--- src/rtl/vga_pkg.sv ---
// Shared VGA timing defaults, the colour/timing types and the RGB332 expander
// used by the frame-buffer scan-out path.
package vga_pkg;

  localparam int H_ACTIVE_DEF   = 640;
  localparam int H_FP_DEF       = 16;
  localparam int H_SYNC_DEF     = 96;
  localparam int H_BP_DEF       = 48;
  localparam int V_ACTIVE_DEF   = 480;
  localparam int V_FP_DEF       = 10;
  localparam int V_SYNC_DEF     = 2;
  localparam int V_BP_DEF       = 33;
  localparam int CLK_DIV_DEF    = 2;
  localparam int RD_LATENCY_DEF = 1;

  localparam int H_TOTAL      = H_ACTIVE_DEF + H_FP_DEF + H_SYNC_DEF + H_BP_DEF;
  localparam int V_TOTAL      = V_ACTIVE_DEF + V_FP_DEF + V_SYNC_DEF + V_BP_DEF;
  localparam int H_SYNC_START = H_ACTIVE_DEF + H_FP_DEF;
  localparam int H_SYNC_END   = H_SYNC_START + H_SYNC_DEF - 1;
  localparam int V_SYNC_START = V_ACTIVE_DEF + V_FP_DEF;
  localparam int V_SYNC_END   = V_SYNC_START + V_SYNC_DEF - 1;

  localparam int COORD_W = 10;

  typedef struct packed {
    logic [7:0] r;
    logic [7:0] g;
    logic [7:0] b;
  } rgb24_t;

  // Sync/blank/frame-start bundle that travels alongside a pixel read.
  typedef struct packed {
    logic hsync;
    logic vsync;
    logic blank;
    logic fs;
  } timing_t;

  localparam timing_t TIMING_IDLE = '{hsync: 1'b1, vsync: 1'b1, blank: 1'b1, fs: 1'b0};

  // Bit replication keeps full-scale codes at 8'hFF and zero at 8'h00.
  function automatic rgb24_t rgb332_expand(input logic [7:0] c);
    rgb24_t p;
    p.r = {c[7:5], c[7:5], c[7:6]};
    p.g = {c[4:2], c[4:2], c[4:3]};
    p.b = {4{c[1:0]}};
    return p;
  endfunction

endpackage

--- src/rtl/vga_frame_reader_if.sv ---
// Frame-buffer read port: the scan-out block issues coordinates and the
// picture array answers with an RGB332 word a fixed number of ticks later.
interface vga_frame_reader_if;
  import vga_pkg::*;

  logic               o_rd_en;
  logic [COORD_W-1:0] o_rd_x;
  logic [COORD_W-1:0] o_rd_y;
  logic [7:0]         i_color;

  modport master (output o_rd_en, output o_rd_x, output o_rd_y, input i_color);
  modport slave  (input o_rd_en, input o_rd_x, input o_rd_y, output i_color);

endinterface

--- src/rtl/vga_timing_counter.sv ---
// Pixel-tick divider and raster counters; decodes raw sync/blank/frame-start
// for the counter position being issued on the current tick.
module vga_timing_counter
  import vga_pkg::*;
#(
  parameter int H_ACTIVE = H_ACTIVE_DEF,
  parameter int H_FP     = H_FP_DEF,
  parameter int H_SYNC   = H_SYNC_DEF,
  parameter int H_BP     = H_BP_DEF,
  parameter int V_ACTIVE = V_ACTIVE_DEF,
  parameter int V_FP     = V_FP_DEF,
  parameter int V_SYNC   = V_SYNC_DEF,
  parameter int V_BP     = V_BP_DEF,
  parameter int CLK_DIV  = CLK_DIV_DEF
) (
  input  logic               i_clk,
  input  logic               i_rst,
  input  logic               i_en,
  output logic               tick,
  output logic               active,
  output logic [COORD_W-1:0] h_cnt,
  output logic [COORD_W-1:0] v_cnt,
  output timing_t            raw
);

  localparam int DIV_W = (CLK_DIV > 1) ? $clog2(CLK_DIV) : 1;

  localparam logic [DIV_W-1:0]   DIV_LAST = DIV_W'(CLK_DIV - 1);
  localparam logic [COORD_W-1:0] H_LAST   = COORD_W'(H_ACTIVE + H_FP + H_SYNC + H_BP - 1);
  localparam logic [COORD_W-1:0] V_LAST   = COORD_W'(V_ACTIVE + V_FP + V_SYNC + V_BP - 1);
  localparam logic [COORD_W-1:0] H_ACT    = COORD_W'(H_ACTIVE);
  localparam logic [COORD_W-1:0] V_ACT    = COORD_W'(V_ACTIVE);
  localparam logic [COORD_W-1:0] HS_START = COORD_W'(H_ACTIVE + H_FP);
  localparam logic [COORD_W-1:0] HS_END   = COORD_W'(H_ACTIVE + H_FP + H_SYNC - 1);
  localparam logic [COORD_W-1:0] VS_START = COORD_W'(V_ACTIVE + V_FP);
  localparam logic [COORD_W-1:0] VS_END   = COORD_W'(V_ACTIVE + V_FP + V_SYNC - 1);

  logic [DIV_W-1:0] div;

  assign tick = (div == DIV_LAST);

  // NOTE: sequential state uses non-blocking assignments so every register
  // samples the pre-edge values regardless of statement order.
  always_ff @(posedge i_clk) begin
    if (i_rst || !i_en) begin
      div   <= '0;
      h_cnt <= '0;
      v_cnt <= '0;
    end else begin
      div <= tick ? '0 : div + DIV_W'(1);
      if (tick) begin
        if (h_cnt == H_LAST) begin
          h_cnt <= '0;
          v_cnt <= (v_cnt == V_LAST) ? '0 : v_cnt + COORD_W'(1);
        end else begin
          h_cnt <= h_cnt + COORD_W'(1);
        end
      end
    end
  end

  always_comb begin
    // NOTE: every combinational output gets a default before any other
    // assignment so no path through the block can infer a latch.
    raw    = TIMING_IDLE;
    active = 1'b0;

    active    = (h_cnt < H_ACT) && (v_cnt < V_ACT);
    raw.hsync = ~((h_cnt >= HS_START) && (h_cnt <= HS_END));
    raw.vsync = ~((v_cnt >= VS_START) && (v_cnt <= VS_END));
    raw.blank = ~active;
    raw.fs    = (h_cnt == '0) && (v_cnt == '0);
  end

endmodule

--- src/rtl/vga_frame_reader.sv ---
// Frame-buffer scan-out: issues raster-order reads, delays sync/blank through
// the read latency and registers expanded RGB so colour and sync leave aligned.
module vga_frame_reader
  import vga_pkg::*;
#(
  parameter int H_ACTIVE   = H_ACTIVE_DEF,
  parameter int H_FP       = H_FP_DEF,
  parameter int H_SYNC     = H_SYNC_DEF,
  parameter int H_BP       = H_BP_DEF,
  parameter int V_ACTIVE   = V_ACTIVE_DEF,
  parameter int V_FP       = V_FP_DEF,
  parameter int V_SYNC     = V_SYNC_DEF,
  parameter int V_BP       = V_BP_DEF,
  parameter int CLK_DIV    = CLK_DIV_DEF,
  parameter int RD_LATENCY = RD_LATENCY_DEF
) (
  input  logic                      i_clk,
  input  logic                      i_rst,
  input  logic                      i_en,
  vga_frame_reader_if.master        fb,
  output logic [7:0]                o_red,
  output logic [7:0]                o_green,
  output logic [7:0]                o_blue,
  output logic                      hsync,
  output logic                      vsync,
  output logic                      o_blank,
  output logic                      o_frame_start
);

  logic               tick;
  logic               active;
  logic [COORD_W-1:0] h_cnt;
  logic [COORD_W-1:0] v_cnt;
  timing_t            raw;

  // pipe[0] is the stage-0 copy taken with the read; pipe[RD_LATENCY] lines
  // up with the tick on which the returned word is valid.
  timing_t [RD_LATENCY:0] pipe;
  timing_t                tail;
  rgb24_t                 pix;

  vga_timing_counter #(
    .H_ACTIVE (H_ACTIVE),
    .H_FP     (H_FP),
    .H_SYNC   (H_SYNC),
    .H_BP     (H_BP),
    .V_ACTIVE (V_ACTIVE),
    .V_FP     (V_FP),
    .V_SYNC   (V_SYNC),
    .V_BP     (V_BP),
    .CLK_DIV  (CLK_DIV)
  ) u_timing (
    .i_clk  (i_clk),
    .i_rst  (i_rst),
    .i_en   (i_en),
    .tick   (tick),
    .active (active),
    .h_cnt  (h_cnt),
    .v_cnt  (v_cnt),
    .raw    (raw)
  );

  assign tail = pipe[RD_LATENCY];

  always_ff @(posedge i_clk) begin
    if (i_rst || !i_en) begin
      fb.o_rd_en    <= 1'b0;
      fb.o_rd_x     <= '0;
      fb.o_rd_y     <= '0;
      // NOTE: the whole delay line is cleared, not just its head, so a
      // restart can never emit sync or blank left over from an aborted frame.
      pipe          <= {(RD_LATENCY + 1){TIMING_IDLE}};
      pix           <= '0;
      hsync         <= 1'b1;
      vsync         <= 1'b1;
      o_blank       <= 1'b1;
      o_frame_start <= 1'b0;
    end else begin
      fb.o_rd_en    <= tick && active;
      o_frame_start <= 1'b0;
      if (tick) begin
        if (active) begin
          fb.o_rd_x <= h_cnt;
          fb.o_rd_y <= v_cnt;
        end
        pipe          <= {pipe[RD_LATENCY-1:0], raw};
        hsync         <= tail.hsync;
        vsync         <= tail.vsync;
        o_blank       <= tail.blank;
        o_frame_start <= tail.fs;
        pix           <= tail.blank ? '0 : rgb332_expand(fb.i_color);
      end
    end
  end

  assign o_red   = pix.r;
  assign o_green = pix.g;
  assign o_blue  = pix.b;

endmodule
--- src/flat_wrapper.sv ---
// flat-port wrapper written by rule: the top's interface ports become plain ports
module vga_frame_reader_flat import vga_pkg::*;
#(
  parameter int H_ACTIVE   = H_ACTIVE_DEF,
  parameter int H_FP       = H_FP_DEF,
  parameter int H_SYNC     = H_SYNC_DEF,
  parameter int H_BP       = H_BP_DEF,
  parameter int V_ACTIVE   = V_ACTIVE_DEF,
  parameter int V_FP       = V_FP_DEF,
  parameter int V_SYNC     = V_SYNC_DEF,
  parameter int V_BP       = V_BP_DEF,
  parameter int CLK_DIV    = CLK_DIV_DEF,
  parameter int RD_LATENCY = RD_LATENCY_DEF
)
  (i_clk, i_rst, i_en, o_red, o_green, o_blue, hsync, vsync, o_blank, o_frame_start, fb_o_rd_en, fb_o_rd_x, fb_o_rd_y, fb_i_color);
  vga_frame_reader_if fb_i ();
  input  logic i_clk;
  input  logic i_rst;
  input  logic i_en;
  output logic [7:0] o_red;
  output logic [7:0] o_green;
  output logic [7:0] o_blue;
  output logic hsync;
  output logic vsync;
  output logic o_blank;
  output logic o_frame_start;
  output wire logic [$bits(fb_i.o_rd_en)-1:0] fb_o_rd_en;
  output wire logic [$bits(fb_i.o_rd_x)-1:0] fb_o_rd_x;
  output wire logic [$bits(fb_i.o_rd_y)-1:0] fb_o_rd_y;
  input wire logic [$bits(fb_i.i_color)-1:0] fb_i_color;
  assign fb_o_rd_en = fb_i.o_rd_en;
  assign fb_o_rd_x = fb_i.o_rd_x;
  assign fb_o_rd_y = fb_i.o_rd_y;
  assign fb_i.i_color = fb_i_color;
  vga_frame_reader #(.H_ACTIVE(H_ACTIVE), .H_FP(H_FP), .H_SYNC(H_SYNC), .H_BP(H_BP), .V_ACTIVE(V_ACTIVE), .V_FP(V_FP), .V_SYNC(V_SYNC), .V_BP(V_BP), .CLK_DIV(CLK_DIV), .RD_LATENCY(RD_LATENCY)) u_core (.i_clk(i_clk), .i_rst(i_rst), .i_en(i_en), .fb(fb_i), .o_red(o_red), .o_green(o_green), .o_blue(o_blue), .hsync(hsync), .vsync(vsync), .o_blank(o_blank), .o_frame_start(o_frame_start));
endmodule
--- config.mk ---
export PLATFORM = sky130hd
export DESIGN_NAME = vga_frame_reader_flat
export DESIGN_NICKNAME = d
export VERILOG_FILES = /design/src/rtl/vga_pkg.sv /design/src/rtl/vga_frame_reader_if.sv /design/src/rtl/vga_timing_counter.sv /design/src/rtl/vga_frame_reader.sv /design/src/flat_wrapper.sv
export SDC_FILE = /design/constraint.sdc
export NUM_CORES = 1
export LEC_CHECK = 0
export ABC_AREA = 1
export CAP_MARGIN = 0
export CORE_AREA = 2 2 81 83
export DETAILED_ROUTE_END_ITERATION = 12
export DIE_AREA = 0 0 83 85
export PLACE_DENSITY_LB_ADDON = 0.05
export SLEW_MARGIN = 25
export SYNTH_ARGS = -nofsm -noshare
export SYNTH_HDL_FRONTEND = slang
export SYNTH_HIERARCHICAL = 1
export SYNTH_SLANG_ARGS = --single-unit
export TNS_END_PERCENT = 20
--- constraint.sdc ---
create_clock -name i_clk -period 1.6 [get_ports i_clk]
set_input_delay 0.16 -clock i_clk [delete_from_list [all_inputs] [get_ports i_clk]]
set_output_delay 0.16 -clock i_clk [all_outputs]
set_load 0.05 [all_outputs]
-- After elaboration in Yosys (flattened, before gate mapping)
Cells that the tools add are included.
- add/subtract/negate cells: 3
- $lt $le $gt $ge: 6
- equal/unequal tests: 2
- multiplexer cells: 3
- bitwise gates (word level): 4
- reduce and logical (&&, ||, !) cells: 13
- operator list (cell ; number):
    $mux 24 ; 1
    $add 10x1->10 const B ; 2
    $eq 10x10->1 const B ; 2
    $logic_not 10->1 ; 2
    $mux 10 ; 2
    $ge 10x10->1 const B ; 1
    $ge 10x9->1 const B ; 1
    $le 10x10->1 const B ; 1
    $le 10x9->1 const B ; 1
    $lt 10x10->1 const B ; 1
    $lt 10x9->1 const B ; 1
    $logic_and 1x1->1 ; 5
    $not 1->1 ; 4
    $reduce_and 2->1 ; 2
    $reduce_or 2->1 ; 2
    $add 1x1->1 const B ; 1
    $logic_not 1->1 ; 1
    $logic_or 1x1->1 ; 1
- bits in registers: 78
- output and inout bits: 49
- word-level logic and storage cells: 52

-- Depth between registers and ports, before layout
- depth after elaboration: 3
- gate-level depth with buffers: 9
- gate-level depth less buffers: 9

-- Cells and area by module
Netlist, hierarchy kept.
- modules (own cells, without submodules) (module ; times used ; cells each ; area an instance (µm²)):
    vga_frame_reader ; 1 ; 195 ; 1719.1
    vga_timing_counter ; 1 ; 209 ; 1305.0

-- Least setup slack after synthesis
Ideal clock, no wire load.
- path kind: register to register
- from: register u_core.u_timing.h_cnt[0]
- to: register u_core.u_timing.v_cnt[2]
- library setup time: 0.127 ns
- data arrival time: 1.193 ns
- setup slack: 0.280 ns
- cell stages (with the launch flop): 10
- buffers on the path: 1
- cells stage by stage: dfxtp_1 > ha_1 > inv_1 > nor2_2 > nand4_2 > buf_6 > nand2_1 > inv_1 > nor2_1 > nor2_1
- longest elaborated chain between the ends: 2
- ends and longest elaborated chain (item ; line ; text):
    start, declared ; vga_timing_counter.sv:21 ; output logic [COORD_W-1:0] h_cnt,
    start signal, assigned ; vga_timing_counter.sv:56 ; h_cnt <= h_cnt + COORD_W'(1);
    $eq 10x10->1 ; vga_timing_counter.sv:52 ; if (h_cnt == H_LAST) begin
    $reduce_and 2->1 (no source line) ; -- ;
    end signal, assigned ; vga_timing_counter.sv:54 ; v_cnt <= (v_cnt == V_LAST) ? '0 : v_cnt + COORD_W'(1);
    end, declared ; vga_timing_counter.sv:22 ; output logic [COORD_W-1:0] v_cnt,
No other way between the ends.
A chain may end at the register's enable or synchronous reset.

-- Worst setup path after layout
- from: register u_core.u_timing.v_cnt[0]
- to: register u_core.u_timing.v_cnt[3]
- longest elaborated chain between the ends: 2
- elaborated cells on any way between the ends: 3
- classes of those cells: add/sub: 1; eq/ne: 1; mux: 1
- ends and longest elaborated chain (item ; line):
    $add 10x1->10 / $eq 10x10->1 (equally long branches) ; vga_timing_counter.sv:54
    $mux 10 * ; vga_timing_counter.sv:54
Mark *: on every way between the ends. The rest lies on a longest branch, timed or not.

==> flow_summary.toml <==
[status]
status = "complete, no violations"

[placed_design]
portBuffers = 59
dp_hpwl_mm = 4.92
place.gp.congestion = 0.943

[clock_tree]
clk_pin_slew_ns = 0.07
clock_sinks = 62
ctsHoldBuffers = 0
root_buffer = "clkbuf_8"
ctsHtreeMaxLevel = 3
postCtsSetupRepairBufs = 0
cts_buffer_depth = 2
numCtsBuffers = 9
clock_latency_ns = 0.33
cts-resized-gates = 0
cts_tree = "done"

[routing]
drc_errors = 0
antenna_left = 0
drt_first_pass_iters = 4
first_iter_violations = 124
routedWlPerCell_um = 12.5
vias = 2680
wirelength_mm = 6.82
viasPerCell = 4.93

[yosys]
postSynthAreaPerCell_um2 = 7.49
synth_seq_cells = 62
synthTopCellsByArea = "dfxtp_1, nand2_1, nand3_1"
ys_seq_area_frac = 0.410
syn_area_um2 = 3020
ys_warn_count = 6
synthesis.nets = 419
yosys.area.top_type = "dfxtp_1"
synth_top_area_frac = 0.410
yosys.cell_types.count = 30
netlist_instances = 404

[timing]
period_minus_slack_ns = 1.43
whs_ns = 0.409
worstMarginPinSlew_ns = 0.337
setup_tns_ns = 0
finalHoldViolations = 0
fin_crit_sh = 0.894
fmax_mhz = 699
final.setup_skew_ns = 0.00759
slew-limit-headroom = 0.774
rsz0062_at_grt = "no"
slew_violations = 0
setup_viol = 0

[power]
p_total_mw = 3.28
seqPwrFrac = 0.477
power_switching_mw = 0.738
power.share.clock = 0.465
ir_drop_mv = 0.650
p_leak_nw = 1.56
power.share.combinational = 0.058
p_int_mw = 2.54
p_per_area_nw_per_um2 = 871
switching_share = 0.225

[setup_path]
path_class = "reg2reg"
reg2regPathDepth = 9
crit_top_cell = "nand2_1"
cp-start-kind = "flop"
setup.worst_path.end_class = "flop"
critPathBufInv = 2
critPathSlowestCell = "dfxtp_1"
cp.arrival_ns = 1.71
crit_fanout = 5
worst_path_dominant_cell_family = "flip-flops"
cp.depth = 9
critPathMaxStageDelay_ns = 0.41
crit_path_cell_trace = "inv_1, ha_1, nand2_1, nor2_1, nand2_1, nand2_1, o21ai_0, nand2_1, inv_1"
required_ns = 1.88

[finish]
antenna_cells = 0
mostFrequentLayoutCell = "nand2_1"
syn_to_final_growth_pct = 24.4
final_cell_mix = "nand2_1, buf_4, dfxtp_1"
nets = 477
drive_gt1_frac = 0.287

[global_routing]
antenna_found_initial = 0
first_global_vias = 2493
grt_max_degree = 43
grt_pass1_wl_mm = 11.6
grtUsageTotal = 0.203
globalRouteOverflowTotal = 0

[die]
coreArea_um2 = 6200
die_w_um = 83
die_height_um = 85
io_pins = 60
rows = 29
die_area_um2 = 7060
start_util = 0.487

[worst_hold_path]
holdPathStages = 3
hold_class = "in2reg"

[job]
cap_violations = 0
==> worst register-to-register path, cell delays in order (launching register included) <==
cell     delay (ns)
dfxtp_1        0.41
inv_1          0.13
ha_1           0.25
nand2_1        0.07
nor2_1         0.04
nand2_1        0.07
nand2_1        0.11
o21ai_0        0.19
nand2_1        0.07
inv_1          0.05
==> layout make-up <==
cell class / instances / area [um2]
clock inverters: 6 / 85.1
flip-flops and latches: 62 / 1240
fillers: 586 / 2440
repair buffers: 80 / 663
multi-input cells: 272 / 1390
clock buffers: 10 / 138
inverters: 37 / 144
well taps: 77 / 96.3
==> per-layer routing <==
metal,track usage,routed length (um)
met3,0.0486,304
met5,0,0
met2,0.312,3000
met4,0.0909,123
met1,0.272,3390
==> worst paths after layout <==
check | start | slack, ns | to
min | fb_i_color[0] | 0.41 | u_core/o_blue[6]$_SDFFE_PP0P_
min reg2reg | u_core/pipe[4]$_SDFFE_PP0P_ | 0.45 | u_core/o_frame_start$_SDFF_PP0_
max reg2reg | u_core/u_timing/v_cnt[0]$_SDFFE_PP0P_ | 0.17 | u_core/u_timing/v_cnt[3]$_SDFFE_PP0P_
max | u_core/u_timing/v_cnt[0]$_SDFFE_PP0P_ | 0.17 | u_core/u_timing/v_cnt[3]$_SDFFE_PP0P_
==> kinds of logic (layout without fill, tap and decap cells) <==
group                    count (synthesis)  in the layout  synth area share
AO/OA/AOI/OAI                           45             45             0.113
XOR/XNOR                                 4              4            0.0116
adder cells (fa/ha/maj)                  4              4            0.0166
buffers and inverters                   70            133             0.129
flip-flops                              62             62             0.410
AND/OR/NAND/NOR                        219            219             0.320
==> stage by stage <==
stage,utilization,cell area [um2],setup WS [ns],instances
final,0.606,3760,0.169,544
after global routing,0.606,3760,0.0201,544
after CTS,0.606,3760,0.172,544
after detailed placement,0.570,3540,0.108,528
after global placement,0.570,3540,0.122,528
after floorplan,-,3020,0.280,404
==> synthesized netlist by cell type <==
cell	n
ha_1	4
a31oi_1	1
nand2_2	5
nand2_1	105
xor2_1	4
a21oi_2	28
nor4_1	1
a21oi_1	7
inv_4	2
clkbuf_1	1
o21ai_0	5
o21ai_1	1
nand4_2	1
buf_6	5
nand3b_1	1
buf_2	7
clkinv_1	1
nor2_2	9
nor2_4	2
nor3_1	4
nand3_1	50
nand4_1	4
inv_1	33
inv_2	1
buf_4	20
o2111ai_1	1
nor2_1	36
dfxtp_1	62
nor3b_1	1
o211ai_1	2
==> registers in the layout, indices dropped and copies added (netlist names), 2 cells and up <==
register,cells
u_core/o_red,3
u_core/fb.o_rd_y,10
u_core/pipe,8
u_core/fb.o_rd_x,10
u_core/o_green,3
u_core/u_timing/h_cnt,10
u_core/o_blue,2
u_core/u_timing/v_cnt,10
==> power by group through the flow <==
| stage | Combinational (mW) | Sequential (mW) | Clock (mW) |
|---|---|---|---|
| finish | 0.189 | 1.56 | 1.52 |
| global route | 0.207 | 1.56 | 1.63 |
| CTS | 0.191 | 1.56 | 1.57 |
| detailed placement | 0.190 | 1.60 | 0 |
| global placement | 0.190 | 1.60 | 0 |
| floorplan | 0.112 | 1.61 | 0 |
Power figures use the tool's default switching activity.
